`src/rtl/traffic_pkg.sv`:
```
// Shared definitions for the traffic-light datapath.
//
// Contents:
//   aspect_t         aspect encoding shared with the controller
//                    (RED = 2'b00, GREEN = 2'b01, YELLOW = 2'b10)
//   mon_state_t      lamp conflict monitor state encoding (NORMAL/FILTER/FAULT)
//   FC_*             fault code constants reported on fault_code
//   seq_allowed()    legal aspect-to-aspect step check
//   aspect_lamps()   aspect to {red, yellow, green} lamp drive
package traffic_pkg;

    typedef enum logic [1:0] {
        ASPECT_RED    = 2'b00,
        ASPECT_GREEN  = 2'b01,
        ASPECT_YELLOW = 2'b10
    } aspect_t;

    typedef logic [1:0] mon_state_t;

    localparam mon_state_t ST_NORMAL = 2'd0;
    localparam mon_state_t ST_FILTER = 2'd1;
    localparam mon_state_t ST_FAULT  = 2'd2;

    localparam logic [1:0] FC_NONE     = 2'b00;
    localparam logic [1:0] FC_PATTERN  = 2'b01;
    localparam logic [1:0] FC_SEQUENCE = 2'b10;
    localparam logic [1:0] FC_DWELL    = 2'b11;

    // Holding the same aspect is always fine; otherwise only the normal
    // cycle R -> G -> Y -> R is permitted.
    function automatic logic seq_allowed(input aspect_t from_a, input aspect_t to_a);
        logic ok;
        ok = (from_a == to_a);
        case (from_a)
            ASPECT_RED:    if (to_a == ASPECT_GREEN)  ok = 1'b1;
            ASPECT_GREEN:  if (to_a == ASPECT_YELLOW) ok = 1'b1;
            ASPECT_YELLOW: if (to_a == ASPECT_RED)    ok = 1'b1;
            default:       ok = 1'b0;
        endcase
        return ok;
    endfunction

    // Returns {red, yellow, green}. The unused encoding falls back to red
    // so a corrupted aspect can never light green.
    function automatic logic [2:0] aspect_lamps(input aspect_t a);
        logic [2:0] lamps;
        case (a)
            ASPECT_GREEN:  lamps = 3'b001;
            ASPECT_YELLOW: lamps = 3'b010;
            default:       lamps = 3'b100;
        endcase
        return lamps;
    endfunction

endpackage

```
`src/rtl/lamp_flasher.sv`:
```
// Flashing-red generator used while the monitor is in FAULT.
//
// Ports:
//   clk     in   clock, rising edge
//   reset   in   asynchronous, active-high
//   enable  in   flashing requested
//   flash   out  red drive: on for FLASH_HALF cycles, off for FLASH_HALF
//                cycles, repeating; always starts "on" in the first enabled
//                cycle; low whenever enable is low.
//
// Parameters:
//   FLASH_HALF  length of each on/off half period in cycles (>= 1)
module lamp_flasher #(
    parameter int FLASH_HALF = 4
) (
    input  logic clk,
    input  logic reset,
    input  logic enable,
    output logic flash
);

    localparam int CW = (FLASH_HALF > 1) ? $clog2(FLASH_HALF) : 1;
    localparam logic [CW-1:0] LAST = CW'(FLASH_HALF - 1);

    logic [CW-1:0] cnt_q, cnt_d;
    logic          on_q, on_d;

    // While disabled the generator sits at the start of an "on" half so the
    // first enabled cycle is lit. The counter never exceeds LAST.
    always_comb begin
        cnt_d = cnt_q;
        on_d  = on_q;
        if (!enable) begin
            cnt_d = '0;
            on_d  = 1'b1;
        end else if (cnt_q == LAST) begin
            cnt_d = '0;
            on_d  = ~on_q;
        end else begin
            cnt_d = cnt_q + CW'(1);
        end
    end

    always_ff @(posedge clk or posedge reset) begin
        if (reset) begin
            cnt_q <= '0;
            on_q  <= 1'b1;
        end else begin
            cnt_q <= cnt_d;
            on_q  <= on_d;
        end
    end

    assign flash = enable & on_q;

endmodule

```
`src/rtl/lamp_conflict_monitor.sv`:
```
// Safety stage between the traffic-light controller and the lamp drivers.
// Checks the controller aspects for illegal lamp combinations (filtered over
// FILT_CYCLES samples) and illegal aspect sequences, drives the lamps from a
// registered copy of the controller outputs, and on a fault latches a fault
// code and flashes red until an operator clear with a red input is accepted.
//
// Ports:
//   clk          in   clock, rising edge
//   reset        in   asynchronous, active-high
//   red          in   controller red aspect
//   yellow       in   controller yellow aspect
//   green        in   controller green aspect
//   fault_clr    in   operator clear request (sampled each cycle)
//   lamp_red     out  red lamp drive
//   lamp_yellow  out  yellow lamp drive
//   lamp_green   out  green lamp drive
//   fault        out  latched fault indicator
//   fault_code   out  00 none, 01 illegal pattern, 10 illegal sequence,
//                     11 yellow dwell violation
//
// Parameters:
//   FILT_CYCLES  consecutive illegal samples before a pattern fault (>= 1)
//   FLASH_HALF   flash half period in cycles (>= 1)
//   MIN_YELLOW   minimum consecutive yellow samples before Y -> R
//
// Build option:
//   LAMP_MON_DWELL_EN  when defined, enables the yellow dwell check
//                      (fault code 11). When undefined MIN_YELLOW is ignored.
module lamp_conflict_monitor
    import traffic_pkg::*;
#(
    parameter int FILT_CYCLES = 3,
    parameter int FLASH_HALF  = 4,
    parameter int MIN_YELLOW  = 1
) (
    input  logic       clk,
    input  logic       reset,
    input  logic       red,
    input  logic       yellow,
    input  logic       green,
    input  logic       fault_clr,
    output logic       lamp_red,
    output logic       lamp_yellow,
    output logic       lamp_green,
    output logic       fault,
    output logic [1:0] fault_code
);

    localparam int FW = $clog2(FILT_CYCLES + 1);
    localparam logic [FW-1:0] FILT_MAX = FW'(FILT_CYCLES);

    mon_state_t    state_q, state_d;
    aspect_t       last_q, last_d;
    logic [FW-1:0] filt_cnt_q, filt_cnt_d;
    logic [1:0]    code_q, code_d;
    logic [2:0]    lamps_q, lamps_d;   // {red, yellow, green}

    logic [2:0]    in_pat;
    logic          in_legal;
    aspect_t       in_aspect;
    logic          clr_accept;
    logic          dwell_short;
    logic          flash_on;

    assign in_pat = {red, yellow, green};

    always_comb begin
        in_legal  = 1'b1;
        in_aspect = ASPECT_RED;
        case (in_pat)
            3'b100:  in_aspect = ASPECT_RED;
            3'b010:  in_aspect = ASPECT_YELLOW;
            3'b001:  in_aspect = ASPECT_GREEN;
            default: in_legal  = 1'b0;
        endcase
    end

    // A clear is only honoured while the controller is already showing
    // plain red, so leaving FAULT never exposes a conflicting aspect.
    assign clr_accept = (state_q == ST_FAULT) && fault_clr && (in_pat == 3'b100);

`ifdef LAMP_MON_DWELL_EN
    localparam int YW = $clog2(MIN_YELLOW + 1);
    localparam logic [YW-1:0] YEL_MAX = YW'(MIN_YELLOW);

    logic [YW-1:0] ycnt_q, ycnt_d;

    // Counts consecutive legal yellow samples, saturating at MIN_YELLOW
    // (enough to decide the check). Filtered illegal samples hold the count
    // so a brief glitch inside a yellow phase does not shorten it.
    always_comb begin
        ycnt_d = ycnt_q;
        if (state_q == ST_FAULT) begin
            if (clr_accept) ycnt_d = '0;
        end else if (in_legal) begin
            if (in_aspect == ASPECT_YELLOW) begin
                if (last_q != ASPECT_YELLOW) ycnt_d = YW'(1);
                else if (ycnt_q != YEL_MAX)  ycnt_d = ycnt_q + YW'(1);
            end else begin
                ycnt_d = '0;
            end
        end
    end

    always_ff @(posedge clk or posedge reset) begin
        if (reset) ycnt_q <= '0;
        else       ycnt_q <= ycnt_d;
    end

    assign dwell_short = (last_q == ASPECT_YELLOW) && (in_aspect == ASPECT_RED)
                         && (ycnt_q < YEL_MAX);
`else
    logic min_yellow_unused;
    assign min_yellow_unused = (MIN_YELLOW != 0);
    assign dwell_short       = 1'b0;
`endif

    logic          fault_hit;
    logic [1:0]    fault_cause;
    logic [FW-1:0] filt_inc;

    always_comb begin
        state_d     = state_q;
        last_d      = last_q;
        filt_cnt_d  = filt_cnt_q;
        code_d      = code_q;
        lamps_d     = lamps_q;
        fault_hit   = 1'b0;
        fault_cause = FC_NONE;
        filt_inc    = (filt_cnt_q == FILT_MAX) ? filt_cnt_q : filt_cnt_q + FW'(1);

        case (state_q)
            ST_NORMAL, ST_FILTER: begin
                if (in_legal) begin
                    // A legal sample ends any filtering run and is checked
                    // against the last legal aspect, even across the run.
                    state_d    = ST_NORMAL;
                    filt_cnt_d = '0;
                    if (!seq_allowed(last_q, in_aspect)) begin
                        fault_hit   = 1'b1;
                        fault_cause = FC_SEQUENCE;
                    end else if (dwell_short) begin
                        fault_hit   = 1'b1;
                        fault_cause = FC_DWELL;
                    end else begin
                        lamps_d = aspect_lamps(in_aspect);
                        last_d  = in_aspect;
                    end
                end else begin
                    state_d    = ST_FILTER;
                    filt_cnt_d = filt_inc;
                    lamps_d    = aspect_lamps(last_q);
                    if (filt_inc >= FILT_MAX) begin
                        fault_hit   = 1'b1;
                        fault_cause = FC_PATTERN;
                    end
                end
            end
            ST_FAULT: begin
                if (clr_accept) begin
                    state_d    = ST_NORMAL;
                    code_d     = FC_NONE;
                    last_d     = ASPECT_RED;
                    filt_cnt_d = '0;
                    lamps_d    = 3'b100;
                end
            end
            default: begin
                // Unreachable encoding: fail safe into a sequence-style fault.
                fault_hit   = 1'b1;
                fault_cause = FC_SEQUENCE;
            end
        endcase

        if (fault_hit) begin
            state_d    = ST_FAULT;
            code_d     = fault_cause;
            filt_cnt_d = '0;
            lamps_d    = 3'b100;
        end
    end

    always_ff @(posedge clk or posedge reset) begin
        if (reset) begin
            state_q    <= ST_NORMAL;
            last_q     <= ASPECT_RED;
            filt_cnt_q <= '0;
            code_q     <= FC_NONE;
            lamps_q    <= 3'b100;
        end else begin
            state_q    <= state_d;
            last_q     <= last_d;
            filt_cnt_q <= filt_cnt_d;
            code_q     <= code_d;
            lamps_q    <= lamps_d;
        end
    end

    lamp_flasher #(
        .FLASH_HALF(FLASH_HALF)
    ) u_flasher (
        .clk    (clk),
        .reset  (reset),
        .enable (state_q == ST_FAULT),
        .flash  (flash_on)
    );

    // Fault is decoded straight from the state flop so an asynchronous reset
    // drops it, and restores steady red, without waiting for a clock.
    assign fault       = (state_q == ST_FAULT);
    assign lamp_red    = fault ? flash_on : lamps_q[2];
    assign lamp_yellow = lamps_q[1] & ~fault;
    assign lamp_green  = lamps_q[0] & ~fault;
    assign fault_code  = code_q;

endmodule

```
`config.mk`:
```
export PLATFORM = sky130hd
export DESIGN_NAME = lamp_conflict_monitor
export DESIGN_NICKNAME = d
export VERILOG_FILES = /design/src/rtl/traffic_pkg.sv /design/src/rtl/lamp_flasher.sv /design/src/rtl/lamp_conflict_monitor.sv
export SDC_FILE = /design/constraint.sdc
export NUM_CORES = 1
export LEC_CHECK = 0
export ABC_AREA = 0
export BUFFER_PORTS_ARGS = -buffer_cell sky130_fd_sc_hd__buf_2
export CORE_AREA = 2 2 51 53
export DETAILED_ROUTE_END_ITERATION = 10
export DIE_AREA = 0 0 53 55
export GPL_TIMING_DRIVEN = 0
export PLACE_DENSITY_LB_ADDON = 0.05
export SYNTH_ARGS = -nofsm -noshare
export SYNTH_HDL_FRONTEND = slang
export SYNTH_HIERARCHICAL = 1
export SYNTH_SLANG_ARGS = --single-unit
```
`constraint.sdc`:
```
create_clock -name clk -period 2.8 [get_ports clk]
set_input_delay 0.14 -clock clk [delete_from_list [all_inputs] [get_ports clk]]
set_output_delay 0.14 -clock clk [all_outputs]
set_load 0.02 [all_outputs]
```
==> run summary <==
The flow ran to the end, and the final reports show no timing, DRC or antenna violations. The critical path goes through inv_1 > ha_1 > nand2_1 > o21ai_0 > a311oi_2 > a21oi_1 > mux2_2. Of the total power, registers draw 0.377.

Dividing the final minimum period by the clock period gives 0.777. The most critical setup path has its endpoint at last_q[1]. OpenSTA, run right after detailed placement, puts the worst setup slack at 0.517 ns.

The number of enable-type register cells in the synthesized netlist came out at 0. The tree is rooted in a sky130_fd_sc_hd__clkbuf_4. The clock latency on the worst-skew pair came out at 0.29 ns. The completed layout was analyzed and its total power is ~0.93 mW. Post-CTS repair changed the size of 0 cells. The number of synthesis warnings came out at 6. The number of placed instances, taps included, is 132. In this run the cell area measured after placement is between 900 and 1000 um2. After global routing the overflow that remains totals 0. The async set-reset flop share out of synthesis is 1.00. The startpoint identified for the worst register-to-register timing path is last_q[0]. The top-area cell type share of the netlist area came out at 0.332. The time the worst path needs with I/O delays and setup is between 2 and 2.5 ns.

The total of flip-flops plus latches after synthesis came out at 14. After the first detailed-routing iteration, the DRC count stood at 6. The most critical setup path has its startpoint at last_q[0]. The site row count is 18.

The die covers around 2900 um2. The post-route core utilization is 0.441. The pin count of the biggest net entering global routing is 12. The sequential fraction of the synthesis area came out at 0.390. The depth of the CTS H-tree came out at 1. The count of antenna diodes in the layout came out at 0.

Across the run, the number of max-cap violations was 0. The headroom to the max-slew limit came out at 0.484. The initial utilization of the core area, before any placement, comes to 0.383. The worst-case vdd ir drop is around 380 uV. STA classifies the critical path endpoint as a flop. Dividing total power by cell area gives a power density of about 900 nW/um2.

The register-to-register setup slack is 0.62 ns. The number of standard cells in the layout, taps in and fillers out came out at 137. With fillers left out, the area of the finished cells amounts to 1040 um2. The number of optimization iterations in the first detailed-route pass came out at 4. The required time at the endpoint of the critical path is roughly 3.0 ns. Setup violations remaining at the end of the flow were counted as 0. The layout cell share with drive strength beyond 1 came out at 0.243.

The most frequently used flop master after synthesis is sky130_fd_sc_hd__dfrtp_1. The clock-pin slew on the worst setup and hold paths is 0.09 ns. The transition time at the pin with the least slew margin came out at approximately 0.77 ns. The vertical die dimension came out at 55 um.

The area growth from synthesis to layout is 15.4%. The leakage power total is 0.509 nW. The aggregate global-route resource usage is 0.145. In the routed layout, each cell is associated on average with a via count of 5.27. The number of hold-slack violations in the final timing report came out at 0. The post-layout net count is 125.

For this design the total switching power over the nets is 0.397 mW. The number of global-route vias before repair came out at 687. The end of the worst register-to-register path is last_q[1].

Counting cells, the worst reg-to-reg path comes to 7. After detailed routing, the average wire length per cell comes to around 13 um. The netlist uses 31 different library cells. The delay of the slowest cell on the worst path is 0.56 ns. Summing over every cut layer, the via total after detailed routing is roughly 720. The clock tree from TritonCTS is done.

The internal portion of the total power is 0.538 mW. The highest achievable clock rate is 460 MHz. The largest clock skew in the final design is 0.00235 ns. In this run the worst path has a maximum fanout of 9. The final hold slack is roughly 0.26 ns. The switching portion of total power came out at 0.425. The path class of the tightest hold or removal check is in -> async. The mean instance size in the synthesized netlist is 9.94 um2.

The setup TNS after final layout came out at 0 ns. The number of design rule violations left after detail routing is 0. The wire length after detailed routing came out at 1780 um. The count of pins over their slew limit is 0. The multi-input combinational cells in the finished layout cover a total of between 500 and 600 um2. 12 I/O pins were placed. The final antenna-violating net count came out at 0. Routability-driven placement finished with a final weighted congestion of approximately 0.73.

The synthesized area is just over 900 um2. The number of buffers added by the clock tree synthesis step came out at 3. The part of the power in the clock network came out at 0.160.

The count of clock tree sinks came out at 14. Setup repair after global routing left no endpoint under its margin. The width of the die came out at 53 um. The half-perimeter wire length after placement came out at 1390 um.

The standard cell core area is 2360 um2. By startpoint and endpoint, the worst setup path is classified as reg -> reg. STA classifies the critical path startpoint as a flop. After synthesis, the most frequently instantiated cells are 12 x sky130_fd_sc_hd__dfrtp_1, 11 x sky130_fd_sc_hd__ha_1, 11 x sky130_fd_sc_hd__nand2_1. The largest individual stage delay along the critical path comes from the cell sky130_fd_sc_hd__dfrtp_1. During placement, the flow inserted port buffers numbering 11. The arrival time of data at the critical path endpoint came out at 2.35 ns. The first global-routing pass estimated 2980 um of wire.

Sorting the synthesized cells by area gives the leading types as sky130_fd_sc_hd__dfrtp_1 33%, sky130_fd_sc_hd__ha_1 15%, sky130_fd_sc_hd__dfstp_2 5.8%, sky130_fd_sc_hd__nand2_1 4.6%, sky130_fd_sc_hd__inv_1 4.1%. Counting every instance in the synthesized netlist gives 91. Of the total power, combinational logic draws 0.463. The initial antenna violation count came out at 0. The leading cell type by number of instances after synthesis is sky130_fd_sc_hd__dfrtp_1. The final-layout fill cell count came out at 242.

Setup slack on the critical path of the routed design comes to 0.624 ns. When the netlist entered floorplanning its net count stood at 108. The number of buffers on the longest clock path is 2. Across the whole layout, storage elements account for 353 um2. The largest total area in the synthesized netlist belongs to sky130_fd_sc_hd__dfrtp_1.
[placed cells by master (no fill, tap or decap), types with 2 or more instances in the layout]
cell	instances
sky130_fd_sc_hd__a221o_1	2
sky130_fd_sc_hd__a22oi_1	4
sky130_fd_sc_hd__and2_1	2
sky130_fd_sc_hd__and2_2	2
sky130_fd_sc_hd__buf_2	11
sky130_fd_sc_hd__clkbuf_4	3
sky130_fd_sc_hd__dfrtp_1	12
sky130_fd_sc_hd__dfstp_2	2
sky130_fd_sc_hd__ha_1	11
sky130_fd_sc_hd__inv_1	10
sky130_fd_sc_hd__nand2_1	11
sky130_fd_sc_hd__nand2b_1	2
sky130_fd_sc_hd__nor2_1	6
sky130_fd_sc_hd__nor3_1	4
sky130_fd_sc_hd__o21ai_0	5
[registers in the layout (all words and copies together) (netlist names)]
register         count
u_flasher/cnt_q      2
u_flasher/on_q       1
filt_cnt_q           2
state_q              2
fault_code           2
lamps_q              3
last_q               2
[kinds of logic after synthesis]
logic type      share of synthesized area
mux                                0.0235
compound gates                      0.159
xor+xnor                          0.00968
flops                               0.390
simple gates                        0.224
buf+inv                            0.0415
fa+ha+maj                           0.152
[per-layer routing]
| metal | GRT usage | vias to the layer above | wire (um) |
|---|---|---|---|
| li1 | - | 355 | - |
| met1 | 0.164 | 353 | 823 |
| met2 | 0.256 | 10 | 871 |
| met3 | 0.0242 | 4 | 43 |
| met4 | 0.0897 | 0 | 36 |
| met5 | 0 | - | 0 |
[worst max-delay path: cells and delay by family, from the launching register on]
family                     cells  cell delay, ns
DFF                            1            0.56
buffers and inverters          1            0.14
muxes                          1            0.28
AOI/OAI and AO/OA              3            0.64
and+or+nand+nor                1            0.08
adders and majority gates      1            0.36
[area by class of cell]
| type | count | area share |
|---|---|---|
| repair buffers | 12 | 0.0624 |
| well taps | 30 | 0.0360 |
| multi-input cells | 67 | 0.493 |
| inverters | 10 | 0.0360 |
| flip-flops and latches | 14 | 0.338 |
| clock buffers | 4 | 0.0348 |
[repair_timing]
action	4_1_cts	5_1_grt
hold buffers	1	0
endpoints found under the hold margin	13	0
buffers inserted	0	0
[worst min-delay path by stage]
stage | slack (ns) | to | from | cells after the start
2_1_floorplan | -0.11 | u_flasher/cnt_q[0] | reset | 1
3_3_place_gp | 0.02 | u_flasher/cnt_q[0] | reset | 2
3_5_place_dp | 0.02 | u_flasher/cnt_q[0] | reset | 2
4_1_cts | 0.26 | u_flasher/cnt_q[0] | reset | 3
5_1_grt | 0.28 | u_flasher/cnt_q[1] | reset | 3
6_report | 0.26 | u_flasher/cnt_q[1] | reset | 3
[power by group through the flow]
stage / combinational (mW) / clock (mW) / sequential [mW]
global route: 0.494 / 0.160 / 0.362
global placement: 0.428 / 0 / 0.353
floorplan: 0.317 / 0 / 0.349
finish: 0.433 / 0.149 / 0.352
detailed placement: 0.439 / 0 / 0.358
CTS: 0.441 / 0.150 / 0.353
Power figures use the tool's default switching activity.
